<file path="src/rtl/if_stage.sv">
// Instruction-fetch stage: word-addressed PC, IF/ID pipeline register, decode redirects
// and a sticky out-of-range fetch fault that parks the stage in HALT until reset.
module if_stage #(
    parameter logic [31:0] RESET_PC = 32'h0,
    parameter int unsigned IM_DEPTH = 64
) (
    input  logic        Clk,
    input  logic        Reset,
    output logic [31:0] PC,
    input  logic [31:0] IM,
    input  logic        Stall,
    input  logic        BranchTaken,
    input  logic [15:0] BranchOffset,
    input  logic        Jump,
    input  logic [25:0] JumpTarget,
    input  logic        JumpReg,
    input  logic [31:0] JumpRegAddr,
    output logic [31:0] IfId_Instr,
    output logic [31:0] IfId_PC1,
    output logic        IfId_Valid,
    output logic        Fault,
    output logic [31:0] FetchCount
);

    localparam logic [31:0] IM_LIMIT = 32'(IM_DEPTH);

    typedef enum logic [1:0] {StBoot, StRun, StHalt} state_e;

    state_e      state_q;
    logic        redirect;
    logic [31:0] redirect_target;
    logic        pc_in_range;

    // Redirects only make sense against a valid instruction sitting in decode.
    always_comb begin
        redirect        = IfId_Valid & (JumpReg | Jump | BranchTaken);
        redirect_target = IfId_PC1 + {{16{BranchOffset[15]}}, BranchOffset};
        if (JumpReg) begin
            redirect_target = JumpRegAddr;
        end else if (Jump) begin
            redirect_target = {IfId_PC1[31:26], JumpTarget};
        end
        pc_in_range = (PC < IM_LIMIT);
    end

    always_ff @(posedge Clk or negedge Reset) begin
        if (!Reset) begin
            state_q    <= StBoot;
            PC         <= RESET_PC;
            IfId_Instr <= 32'h0;
            IfId_PC1   <= 32'h0;
            IfId_Valid <= 1'b0;
            Fault      <= 1'b0;
            FetchCount <= 32'h0;
        end else begin
            unique case (state_q)
                StBoot: begin
                    // One settle cycle for the memory load; nothing is fetched.
                    state_q <= StRun;
                end
                StRun: begin
                    if (!Stall) begin
                        if (redirect) begin
                            PC         <= redirect_target;
                            IfId_Valid <= 1'b0;
                        end else if (!pc_in_range) begin
                            Fault      <= 1'b1;
                            IfId_Valid <= 1'b0;
                            state_q    <= StHalt;
                        end else begin
                            IfId_Instr <= IM;
                            IfId_PC1   <= PC + 32'd1;
                            IfId_Valid <= 1'b1;
                            PC         <= PC + 32'd1;
                            FetchCount <= FetchCount + 32'd1;
                        end
                    end
                end
                StHalt: begin
                    IfId_Valid <= 1'b0;
                    Fault      <= 1'b1;
                end
                default: begin
                    state_q    <= StHalt;
                    IfId_Valid <= 1'b0;
                    Fault      <= 1'b1;
                end
            endcase
        end
    end

endmodule

</file>
<file path="config.mk">
export PLATFORM = sky130hd
export DESIGN_NAME = if_stage
export DESIGN_NICKNAME = d
export VERILOG_FILES = /design/src/rtl/if_stage.sv
export SDC_FILE = /design/constraint.sdc
export NUM_CORES = 1
export LEC_CHECK = 0
export CAP_MARGIN = 15
export CELL_PAD_IN_SITES_DETAIL_PLACEMENT = 1
export CELL_PAD_IN_SITES_GLOBAL_PLACEMENT = 2
export CORE_UTILIZATION = 30
export DETAILED_ROUTE_END_ITERATION = 7
export PLACE_DENSITY = 0.87
export SLEW_MARGIN = 40
export SYNTH_ARGS = -nofsm -noshare
export SYNTH_HDL_FRONTEND = slang
export SYNTH_SLANG_ARGS = --single-unit
</file>
<file path="constraint.sdc">
create_clock -name Clk -period 7.88 [get_ports Clk]
set_clock_uncertainty 0.2 [all_clocks]
set_input_delay 2.364 -clock Clk [delete_from_list [all_inputs] [get_ports Clk]]
set_output_delay 2.364 -clock Clk [all_outputs]
set_load 0.005 [all_outputs]
</file>
Word-level counts from Yosys, hierarchy flattened
Cells that the tools add are included.

operators by class
  add/subtract/negate cells = 3
  $lt $le $gt $ge = 1
  equality and inequality tests = 5
  muxes and demuxes = 16
  bitwise gates (word level) = 7
  reduce and logical (&&, ||, !) cells = 7

operators by type and width
  cell                   number
  $mux 32                4
  $add 32x1->32 const B  2
  $add 32x32->32         1
  $lt 32x7->1 const B    1
  $reduce_and 4->1       3
  $mux 1                 6
  $mux 2                 3
  $ne 2x2->1 const B     3
  $pmux 2 s3             1
  $not 1->1              4
  $pmux 1 s2             2
  $reduce_and 3->1       1
  $eq 2x1->1 const B     1
  $eq 2x2->1 const B     1
  $logic_not 2->1        1
  $or 1x1->1             2
  $reduce_and 2->1       1
  $reduce_bool 2->1      1
  $and 1x1->1            1

storage, ports and cells
  register bits = 132
  input port bits = 112

Logic depth before layout (Yosys ltp)
Gate-level depths: netlist of the first run.

  depth in word-level cells = 6
  mapped depth = 12

Worst setup path before layout of the first run
No wires, ideal clock.

  kind = input port to flip-flop
  from = input BranchOffset[0]
  to = register PC[30]
  arrival = 4.843 ns
  path slack = 2.719 ns
  stages = 12
  path buffers = 0
  cells stage by stage = ha_1 fa_1 a211oi_2 o21bai_1 a21oi_2 o41ai_4 a211oi_2 o31ai_2 a211oi_1 mux2i_1 a41oi_1 a21o_1

between the ends
  word-level cells in the longest chain between the ends = 4

ends and longest elaborated chain
  element                 line  RTL
  start: declaration      13    input logic [15:0] BranchOffset,
  $add 32x32->32          37    redirect_target = IfId_PC1 + {{16{BranchOffset[15]}}, BranchOffset};
  $mux 32                 40    end else if (Jump) begin
  $mux 32                 38    if (JumpReg) begin
  $mux 32                 63    if (redirect) begin
  end signal: assignment  64    PC <= redirect_target;
  end signal: assignment  74    PC <= PC + 32'd1;
  end: declaration        9     output logic [31:0] PC,

No other way between the ends.
A chain may end at the register's enable or synchronous reset.

Final worst setup path of the first run
Same ends and word-level chain as after synthesis.

==> results of run 1 <==
[area by class of cell]
cell class / count / area share (%)
well taps: 324 / 3.777
repair buffers: 248 / 22.95
clock inverters: 13 / 1.375
inverters: 14 / 0.4896
flip-flops and latches: 132 / 30.77
clock buffers: 19 / 4.126
multi-input cells: 569 / 36.51
[sequential cells by signal, summed over array words and instances (netlist names)]
register	count
Fault	1
FetchCount	32
IfId_Instr	32
IfId_PC1	32
IfId_Valid	1
PC	32
state_q	2
[final timing paths]
| kind | from | to | slack [ns] |
|---|---|---|---|
| max in group asynchronous | Reset | IfId_PC1[29]$_DFFE_PN0P_ | 4.59 |
| min in group asynchronous | Reset | FetchCount[23]$_DFFE_PN0P_ | 1.73 |
| min reg2reg | Fault$_DFFE_PN0P_ | Fault$_DFFE_PN0P_ | 0.27 |
| max | BranchOffset[0] | PC[30]$_DFFE_PN0P_ | 2.32 |
| max reg2reg | IfId_PC1[0]$_DFFE_PN0P_ | PC[30]$_DFFE_PN0P_ | 4.29 |
| min | Fault$_DFFE_PN0P_ | Fault$_DFFE_PN0P_ | 0.27 |
[cell families after synthesis]
| kind of cell | Yosys count | share of synthesized area [%] |
|---|---|---|
| AND/OR/NAND/NOR | 241 | 15.90 |
| AO/OA/AOI/OAI | 193 | 17.76 |
| flip-flops | 132 | 44.75 |
| XOR/XNOR | 59 | 7.000 |
| buffers and inverters | 46 | 2.441 |
| multiplexers | 42 | 6.288 |
| adder cells (fa/ha/maj) | 34 | 5.864 |
[power by group through the flow]
| stage | logic (W) | clock network, W | registers [W] |
|---|---|---|---|
| 3_3_place_gp | 0.000297 | 0 | 0.000760 |
| 4_1_cts | 0.000303 | 0.000822 | 0.000749 |
| 6_report | 0.000299 | 0.000802 | 0.000749 |
| 5_1_grt | 0.000327 | 0.000851 | 0.000754 |
| 3_5_place_dp | 0.000300 | 0 | 0.000762 |
| 2_1_floorplan | 0.000115 | 0 | 0.000757 |
[cell usage in the layout, fill, tap and decap left out, types with 7 or more instances in the layout]
master and instances:
sky130_fd_sc_hd__a21o_1 16, sky130_fd_sc_hd__o21ai_0 38, sky130_fd_sc_hd__nor3_1 11, sky130_fd_sc_hd__and3_1 10
sky130_fd_sc_hd__a211oi_1 9, sky130_fd_sc_hd__nand3_1 16, sky130_fd_sc_hd__inv_1 14, sky130_fd_sc_hd__a21oi_1 49
sky130_fd_sc_hd__nor2_1 51, sky130_fd_sc_hd__o21ai_1 8, sky130_fd_sc_hd__clkdlybuf4s50_1 238, sky130_fd_sc_hd__mux2_2 35
sky130_fd_sc_hd__dfrtp_1 132, sky130_fd_sc_hd__o221ai_1 8, sky130_fd_sc_hd__nand4_1 10, sky130_fd_sc_hd__nor4_1 8
sky130_fd_sc_hd__xnor2_1 38, sky130_fd_sc_hd__nand2_1 81, sky130_fd_sc_hd__mux2i_1 7, sky130_fd_sc_hd__clkbuf_16 17
sky130_fd_sc_hd__xor2_1 21, sky130_fd_sc_hd__ha_1 33, sky130_fd_sc_hd__nor2b_1 30
[through the flow]
step,area [sq um],cells,total power [W],setup slack [ns]
2_1_floorplan,7382,747,0.0008724,2.719
3_3_place_gp,10140,1287,0.001056,1.831
3_5_place_dp,10150,1287,0.001062,1.689
4_1_cts,10740,1319,0.001874,2.113
5_1_grt,10730,1319,0.001932,2.091
6_report,10730,1319,0.001850,2.318
[metal layers]
layer  up-vias  routed length [um]  part of all wire [%]
li1       3164                   -                     -
met1      3310               11420                    45
met2       211               12070                    48
met3        31                1335                   5.3
met4         0                 388                   1.5
met5         -                   0                     0
[worst reg2reg max path, delay by kind of cell, from the launching register on]
family | cells | cell delay, ns
AOI/OAI and AO/OA | 9 | 1.99
adders and majority gates | 2 | 0.68
DFF | 1 | 0.39
muxes | 1 | 0.23
==> impl_metrics.json, run 1 <==
{
  "synth-edff-count": 0,
  "setup_viol": 0,
  "cellPowerDensity_nw_per_um2": 172.3,
  "drv.max_cap_violation_count": 0,
  "cts_max_path_buffers": 2,
  "synth_seq_cells": 132,
  "drt_drc_violations_left": 0,
  "detail_route.vias_per_cell": 5.092,
  "dp_hpwl_mm": 18.29,
  "std_cell_rows": 57,
  "synth_nets": 893,
  "worst_hold_path_type": "flop to flop",
  "crit_path_top_delay_cell": "sky130_fd_sc_hd__fa_1",
  "chipHeight_um": 158.9,
  "crit_cells": 13,
  "synth.yosys.warnings": 0,
  "routedWlPerCell_um": 19.12,
  "leakagePower_nw": 4.689,
  "postSynthAreaPerCell_sq_um": 9.882,
  "clkLatencyLatePin_ns": 0.42,
  "number_of_fill_cells": 2733,
  "ctsResizeCount": 0,
  "critPathArrivalTime_ns": 5.68,
  "grtUsageTotal_pct": 20.32,
  "grt.met3_usage_pct": 4.310,
  "diodes": 0,
  "vdd_ir_drop_max_uv": 117.9,
  "cts_hold_bufs": 0,
  "die_w_um": 158.9,
  "rsz0062_at_grt": "false",
  "critical_path_class": "input port to flop",
  "clock_sinks": 132,
  "power.switching_w": 0.0004837,
  "path_cells": "clkdlybuf4s50_1 > ha_1 > fa_1 > a211oi_2 > o21bai_1 > a21oi_2 > o41ai_4 > a211oi_2 > o31ai_2 > a211oi_1 > mux2i_1 > a41oi_1 > a21o_1",
  "top_level_ports": 242,
  "cellInternalPower_w": 0.001366,
  "die_area_sq_um": 25240,
  "multi_input_comb_area_sq_um": 3919,
  "cts_root_buffer": "sky130_fd_sc_hd__clkbuf_16",
  "floorplan.initialDensity_pct": 30.44,
  "crit_top_cell": "sky130_fd_sc_hd__a211oi_2",
  "fmaxAchievable_mhz": 179.8,
  "layout.core_utilization_pct": 44.27,
  "grt_util_met1_pct": 26.70,
  "number_of_antenna_violations_at_the_first_check_in_global_routing": 0,
  "maxSlewViolCount": 0,
  "share_comb_of_total_power_pct": 16.2,
  "dr.first_iter.drc_count": 312,
  "hold_violations": 0,
  "asyncSetResetFlopFracSynth_pct": 100.0,
  "share_of_post_route_cells_with_drive_strength_above_1_pct": 9.548,
  "cell_types_with_the_highest_counts_after_synthesis": "132 x sky130_fd_sc_hd__dfrtp_1, 81 x sky130_fd_sc_hd__nand2_1, 51 x sky130_fd_sc_hd__nor2_1, 49 x sky130_fd_sc_hd__a21oi_1",
  "htree_num_levels": 4,
  "synthCells": 747,
  "status": "completed",
  "ys_top_cells_by_area": "sky130_fd_sc_hd__dfrtp_1 45%, sky130_fd_sc_hd__ha_1 5.6%, sky130_fd_sc_hd__mux2_2 5.3%",
  "period_share_pct": 70.58,
  "tightest_slew_ns": 0.7794,
  "synthDominantCellAreaShare_pct": 44.75,
  "register_area_sq_um": 3303,
  "number_of_cells_on_the_worst_reg_to_reg_path": 12,
  "finish.net_count": 1128,
  "grt_pass1_wl_mm": 40.05,
  "min_period_ns": 5.562,
  "timing.critical_path.to_type": "flop",
  "io_buffer_count": 241,
  "first_global_vias": 7048,
  "numCtsBuffers": 17,
  "fin_worst_hold_slack_ns": 0.2690,
  "critical_path.top_delay_family": "compound AO/OA/AOI/OAI gates",
  "slew-limit-headroom_pct": 47.98,
  "clock_tree_from_tritoncts": "built",
  "path_buf_inv": 1,
  "synth_seq_area_share_pct": 44.75,
  "gp_congestion": 0.8618,
  "cp-start-kind": "input port",
  "power.share.switching_pct": 26.15,
  "pwr-share-seq_pct": 40.5,
  "flow.area_growth_from_synthesis_pct": 45.41,
  "share_clk_of_total_power_pct": 43.4,
  "grt_busiest_layer": "met2",
  "ys_dominant_reg_cell": "sky130_fd_sc_hd__dfrtp_1",
  "cp_max_fo": 4,
  "aggregate_global_routing_overflow": 0,
  "synth.most_common_cell": "sky130_fd_sc_hd__dfrtp_1",
  "min_path_cells": 1,
  "setup_tns_ns": 0,
  "vias": 6716,
  "ys_types": 61,
  "drt_pass1_iterations": 5,
  "synth.cell_area_sq_um": 7382,
  "floorplan.core_area_sq_um": 24250,
  "clk_transition_reported_paths_ns": 0.06,
  "worst_path_largest_cell_delay_ns": 0.45,
  "postRouteWirelength_mm": 25.22,
  "yosys.area.top_type": "sky130_fd_sc_hd__dfrtp_1",
  "grt_max_degree": 90,
  "postRouteAntennaNets": 0,
  "cts_post_setup_buffers_inserted": 0,
  "worst-endpoint-required_ns": 7.99,
  "grtUsageMet2_pct": 33.59
}
Power figures use the tool's default switching activity.
==> inputs of run 2 (changes only) <==
--- a/config.mk
+++ b/config.mk
@@ -8,9 +8,9 @@
 export CAP_MARGIN = 15
 export CELL_PAD_IN_SITES_DETAIL_PLACEMENT = 1
 export CELL_PAD_IN_SITES_GLOBAL_PLACEMENT = 2
-export CORE_UTILIZATION = 30
+export CORE_UTILIZATION = 28
 export DETAILED_ROUTE_END_ITERATION = 7
-export PLACE_DENSITY = 0.87
+export PLACE_DENSITY = 0.82
 export SLEW_MARGIN = 40
 export SYNTH_ARGS = -nofsm -noshare
 export SYNTH_HDL_FRONTEND = slang
==> constraint.sdc (replaced) <==
create_clock -name Clk -period 5.2 [get_ports Clk]
set_clock_uncertainty 0.2 [all_clocks]
set_input_delay 1.56 -clock Clk [delete_from_list [all_inputs] [get_ports Clk]]
set_output_delay 1.56 -clock Clk [all_outputs]
set_load 0.005 [all_outputs]
==> run 2 against run 1 <==
Against the previous run: sequential share of layout area is 0.45 points lower; non-clock buffer count is 13 higher; critical path type unchanged; cell area is 1.5% higher; total power is 57% higher; cell count is 1.9% higher; register-to-register slack worse by 2.6 ns; global-route usage is 1.2 points lower.
==> impl_metrics.json, run 2 (synthesis results as in run 1) <==
{
  "gp_congestion": 0.8339,
  "finish.net_count": 1141,
  "top_level_ports": 242,
  "min_period_ns": 4.614,
  "drt_pass1_iterations": 4,
  "die_area_sq_um": 27020,
  "leakagePower_nw": 4.765,
  "postRouteWirelength_mm": 25.55,
  "crit_cells": 13,
  "path_buf_inv": 1,
  "fmaxAchievable_mhz": 216.8,
  "fin_worst_hold_slack_ns": 0.2643,
  "first_global_vias": 7005,
  "vdd_ir_drop_max_uv": 196.5,
  "crit_top_cell": "sky130_fd_sc_hd__o21ai_1",
  "share_of_post_route_cells_with_drive_strength_above_1_pct": 10.62,
  "timing.critical_path.to_type": "flop",
  "flow.area_growth_from_synthesis_pct": 47.54,
  "mostFrequentLayoutCells": "239 x sky130_fd_sc_hd__clkdlybuf4s50_1, 132 x sky130_fd_sc_hd__dfrtp_1, 81 x sky130_fd_sc_hd__nand2_1",
  "critical_path_class": "input port to flop",
  "vias": 6717,
  "worst-endpoint-required_ns": 5.30,
  "critPathArrivalTime_ns": 4.71,
  "worst_path_largest_cell_delay_ns": 0.45,
  "worst_hold_path_type": "flop to flop",
  "clock_sinks": 132,
  "slew-limit-headroom_pct": 52.36,
  "rrSetupSlack_ns": 1.74,
  "numCtsBuffers": 17,
  "mostFrequentLayoutCell": "sky130_fd_sc_hd__clkdlybuf4s50_1",
  "min_path_cells": 1,
  "setup_tns_ns": 0,
  "setup_viol": 0,
  "period_share_pct": 88.72,
  "drt_drc_violations_left": 0,
  "floorplan.core_area_sq_um": 25980,
  "chipHeight_um": 164.4,
  "clkLatencyLatePin_ns": 0.42,
  "htree_num_levels": 4,
  "grt_pass1_wl_mm": 39.59,
  "postRouteAntennaNets": 0,
  "drv.max_cap_violation_count": 0,
  "routedWlPerCell_um": 19.01,
  "io_buffer_count": 241,
  "aggregate_global_routing_overflow": 0,
  "dr.first_iter.drc_count": 229,
  "grt_max_degree": 89,
  "layout.core_utilization_pct": 41.92,
  "ctsResizeCount": 0,
  "maxSlewViolCount": 0,
  "number_of_antenna_violations_at_the_first_check_in_global_routing": 0,
  "cellPowerDensity_nw_per_um2": 267.1,
  "floorplan.initialDensity_pct": 28.41,
  "cp-start-kind": "input port",
  "path_cells": "clkdlybuf4s50_1 > ha_1 > fa_1 > a211oi_2 > o21bai_1 > a21oi_2 > o41ai_4 > a311oi_1 > o21ai_1 > a31oi_1 > xor2_1 > o21a_1 > o21ai_1",
  "cp_max_fo": 4,
  "placed_cells_incl_taps": 1311,
  "critical_path.top_delay_family": "compound AO/OA/AOI/OAI gates",
  "std_cell_rows": 59,
  "placement.setup.worst_slack_ns": 0.1689,
  "hold_violations": 0,
  "cts_max_path_buffers": 2,
  "status": "completed",
  "grtUsageTotal_pct": 19.11,
  "cts_post_setup_buffers_inserted": 0,
  "clk_transition_reported_paths_ns": 0.06,
  "number_of_cells_on_the_worst_reg_to_reg_path": 12,
  "crit_path_top_delay_cell": "sky130_fd_sc_hd__fa_1",
  "clock_tree_from_tritoncts": "built",
  "tightest_slew_ns": 0.7147,
  "instances_no_fill": 1344,
  "die_w_um": 164.4,
  "detail_route.vias_per_cell": 4.998,
  "cts_root_buffer": "sky130_fd_sc_hd__clkbuf_16",
  "dp_hpwl_mm": 19.07,
  "worst_slack_ns": 0.5865,
  "cts_hold_bufs": 0,
  "rsz0062_at_grt": "false"
}
run 2: cell types whose count changed in the layout (fill, tap and decap cells not counted), sizes merged:
cell,previous run,this run
clkinvlp,1,2
clkdlybuf4s50,238,239
buf,10,22
diode,0,1
clkinv,7,5
clkbuf,19,18
bufinv,2,4
run 2: through the flow:
stage | power [W] | instance area, sq um
2_1_floorplan | 0.001322 | 7382
3_3_place_gp | 0.001610 | 10250
3_5_place_dp | 0.001619 | 10260
4_1_cts | 0.002958 | 10890
5_1_grt | 0.003029 | 10890
6_report | 0.002909 | 10890
run 2: layout make-up:
| type | count | area (sq um) |
|---|---|---|
| fill | 2909 | 15090 |
| multi-input combinational | 569 | 3919 |
| sequential | 132 | 3303 |
| timing repair buffer | 261 | 2566 |
| clock buffer | 18 | 429.2 |
| tap | 335 | 419.2 |
| clock inverter | 14 | 200.2 |
| inverter | 14 | 52.55 |
| antenna | 1 | 2.502 |
run 2: path summary, 6_finish.rpt:
check | from | endpoint
max in group asynchronous | Reset | PC[26]$_DFFE_PN0P_
hold / removal | Fault$_DFFE_PN0P_ | Fault$_DFFE_PN0P_
min in group asynchronous | Reset | FetchCount[29]$_DFFE_PN0P_
setup / recovery | BranchOffset[0] | PC[24]$_DFFE_PN0P_
hold reg to reg | Fault$_DFFE_PN0P_ | Fault$_DFFE_PN0P_
setup reg to reg | IfId_PC1[0]$_DFFE_PN0P_ | PC[24]$_DFFE_PN0P_
run 2: layer usage:
metal	vias to the layer above	global-route usage [%]	part of all wire, %
met3	29	3.164	4.2
met5	-	0	0
li1	3191	-	-
met2	172	31.49	48
met1	3325	25.48	46
met4	0	6.047	1.8
run 2: report_power, final:
group,leakage (nW),switching [W],internal (W)
logic,2.73,0.000198,0.000264
registers,1.74,0.0000502,0.00108
clock network,0.303,0.000502,0.000810
total,4.77,0.000750,0.00216
==> inputs of run 3 (changes only) <==
--- a/config.mk
+++ b/config.mk
@@ -5,12 +5,12 @@
 export SDC_FILE = /design/constraint.sdc
 export NUM_CORES = 1
 export LEC_CHECK = 0
-export CAP_MARGIN = 15
 export CELL_PAD_IN_SITES_DETAIL_PLACEMENT = 1
 export CELL_PAD_IN_SITES_GLOBAL_PLACEMENT = 2
 export CORE_UTILIZATION = 28
 export DETAILED_ROUTE_END_ITERATION = 7
 export PLACE_DENSITY = 0.82
+export REMOVE_ABC_BUFFERS = 1
 export SLEW_MARGIN = 40
 export SYNTH_ARGS = -nofsm -noshare
 export SYNTH_HDL_FRONTEND = slang
==> run 3 against run 2 <==
Against the previous run: sequential share of layout area hardly changed; combinational power grew 1%; non-clock buffer count rose by 2; global-route usage grew 0.64 points; sequential power about the same; first-iteration DRC count rose by 25%; critical path type unchanged; largest power group unchanged; highest routed layer unchanged.
==> impl_metrics.json, run 3 (synthesis results as in run 1) <==
{
  "status": "completed",
  "finish.net_count": 1143,
  "grtUsageTotal_pct": 19.74,
  "grt_max_degree": 101,
  "setup_viol": 0,
  "cellInternalPower_w": 0.002126,
  "first_global_vias": 7206,
  "clk_transition_reported_paths_ns": 0.06,
  "path_cells": "clkdlybuf4s50_1 > ha_1 > fa_1 > a211oi_2 > o21bai_1 > a21oi_2 > o41ai_4 > a211oi_2 > o31ai_2 > a211oi_1 > mux2i_1 > a41oi_1 > a21o_1",
  "postRouteAntennaNets": 0,
  "power.switching_w": 0.0007614,
  "hold_violations": 0,
  "power.share.switching_pct": 26.37,
  "postRouteWirelength_mm": 26.34,
  "floorplan.core_area_sq_um": 25980,
  "vias": 6796,
  "flow.area_growth_from_synthesis_pct": 47.78,
  "share_clk_of_total_power_pct": 44.5,
  "cellPowerDensity_nw_per_um2": 264.7,
  "gp_congestion": 0.8011,
  "cts_hold_bufs": 0,
  "die_w_um": 164.4,
  "number_of_fill_cells": 2934,
  "drt_pass1_iterations": 4,
  "worst_slack_ns": 0.4193,
  "dr.first_iter.drc_count": 287,
  "pwr-share-seq_pct": 39.3,
  "routedWlPerCell_um": 19.57,
  "std_cell_rows": 59,
  "tightest_slew_ns": 0.6945,
  "fin_worst_hold_slack_ns": 0.2692,
  "mostFrequentLayoutCells": "239 x sky130_fd_sc_hd__clkdlybuf4s50_1, 132 x sky130_fd_sc_hd__dfrtp_1, 81 x sky130_fd_sc_hd__nand2_1",
  "worst-endpoint-required_ns": 5.31,
  "placed_area_sq_um": 10260,
  "clock_sinks": 132,
  "worst_path_largest_cell_delay_ns": 0.46,
  "critical_path.top_delay_family": "compound AO/OA/AOI/OAI gates",
  "clock_tree_from_tritoncts": "built",
  "leakagePower_nw": 4.780,
  "vdd_ir_drop_max_uv": 206.2,
  "cp_max_fo": 4,
  "grt_pass1_wl_mm": 40.59,
  "setup_tns_ns": 0,
  "critical_path_class": "input port to flop",
  "cp-start-kind": "input port",
  "worst_hold_path_type": "flop to flop",
  "clkLatencyLatePin_ns": 0.42,
  "drv.max_cap_violation_count": 0,
  "finish.instance_area_sq_um": 10910,
  "slew-limit-headroom_pct": 53.70,
  "period_share_pct": 91.94,
  "ctsResizeCount": 0,
  "placement.setup.worst_slack_ns": -0.009383,
  "layout.core_utilization_pct": 41.98,
  "fmaxAchievable_mhz": 209.2,
  "cts_max_path_buffers": 2,
  "die_area_sq_um": 27020,
  "drt_drc_violations_left": 0,
  "timing.critical_path.to_type": "flop",
  "aggregate_global_routing_overflow": 0,
  "critPathArrivalTime_ns": 4.89,
  "dp_hpwl_mm": 19.57,
  "cts_post_setup_buffers_inserted": 0,
  "crit_path_top_delay_cell": "sky130_fd_sc_hd__fa_1",
  "top_level_ports": 242,
  "crit_top_cell": "sky130_fd_sc_hd__a211oi_2",
  "floorplan.initialDensity_pct": 28.41,
  "cts_root_buffer": "sky130_fd_sc_hd__clkbuf_16",
  "mostFrequentLayoutCell": "sky130_fd_sc_hd__clkdlybuf4s50_1",
  "min_period_ns": 4.781,
  "maxSlewViolCount": 0,
  "io_buffer_count": 241,
  "numCtsBuffers": 17,
  "rsz0062_at_grt": "false",
  "detail_route.vias_per_cell": 5.049,
  "htree_num_levels": 4,
  "chipHeight_um": 164.4,
  "share_of_post_route_cells_with_drive_strength_above_1_pct": 10.89,
  "path_buf_inv": 1,
  "number_of_antenna_violations_at_the_first_check_in_global_routing": 1,
  "share_comb_of_total_power_pct": 16.2
}
[run 3: per-layer routing]
layer,part of all wire [%],up-vias,GRT usage (%)
met2,48,207,33.33
met5,0,-,0
met4,1.2,0,4.837
met3,9.0,25,6.906
met1,42,3383,23.92
li1,-,3181,-
[run 3: power groups by stage]
stage | Sequential (W) | Clock (W) | Combinational, W
after floorplan | 0.00115 | 0 | 0.000166
after global routing | 0.00114 | 0.00136 | 0.000510
after global placement | 0.00115 | 0 | 0.000461
after CTS | 0.00114 | 0.00132 | 0.000471
after detailed placement | 0.00116 | 0 | 0.000467
final | 0.00114 | 0.00128 | 0.000467
[run 3: per-stage QoR]
stage | power [W] | cells
after detailed placement | 0.001623 | 1312
after floorplan | 0.001314 | 715
after global placement | 0.001614 | 1312
after global routing | 0.003011 | 1345
after CTS | 0.002927 | 1344
final | 0.002887 | 1346
[run 3: worst register-to-register path, delay by kind of cell (launching register included)]
family | cells | cell delay (ns)
flops | 1 | 0.40
fa+ha+maj | 2 | 0.69
compound gates | 9 | 1.99
mux | 1 | 0.23
[run 3: cell type report]
cell class                      instances  area [sq um]  share of cell area, %
Multi-Input combinational cell        569          3919                  35.92
Antenna cell                            1         2.502                0.02294
Inverter                               14         52.55                 0.4817
Timing Repair Buffer                  263          2597                  23.81
Clock buffer                           18         439.2                  4.026
Clock inverter                         14         176.4                  1.617
Sequential cell                       132          3303                  30.28
Tap cell                              335         419.2                  3.842
[run 3: path summary, 6_finish.rpt]
| kind | from | endpoint | slack [ns] | cells past startpoint |
|---|---|---|---|---|
| worst max-delay path | BranchOffset[0] | PC[30]$_DFFE_PN0P_ | 0.42 | 13 |
| worst min-delay path | FetchCount[31]$_DFFE_PN0P_ | FetchCount[31]$_DFFE_PN0P_ | 0.27 | 1 |
| worst max register to register | IfId_PC1[0]$_DFFE_PN0P_ | PC[30]$_DFFE_PN0P_ | 1.57 | 12 |
| worst min register to register | FetchCount[31]$_DFFE_PN0P_ | FetchCount[31]$_DFFE_PN0P_ | 0.27 | 1 |
| max in group asynchronous | Reset | PC[11]$_DFFE_PN0P_ | 3.35 | 2 |
| min in group asynchronous | Reset | FetchCount[27]$_DFFE_PN0P_ | 0.81 | 1 |
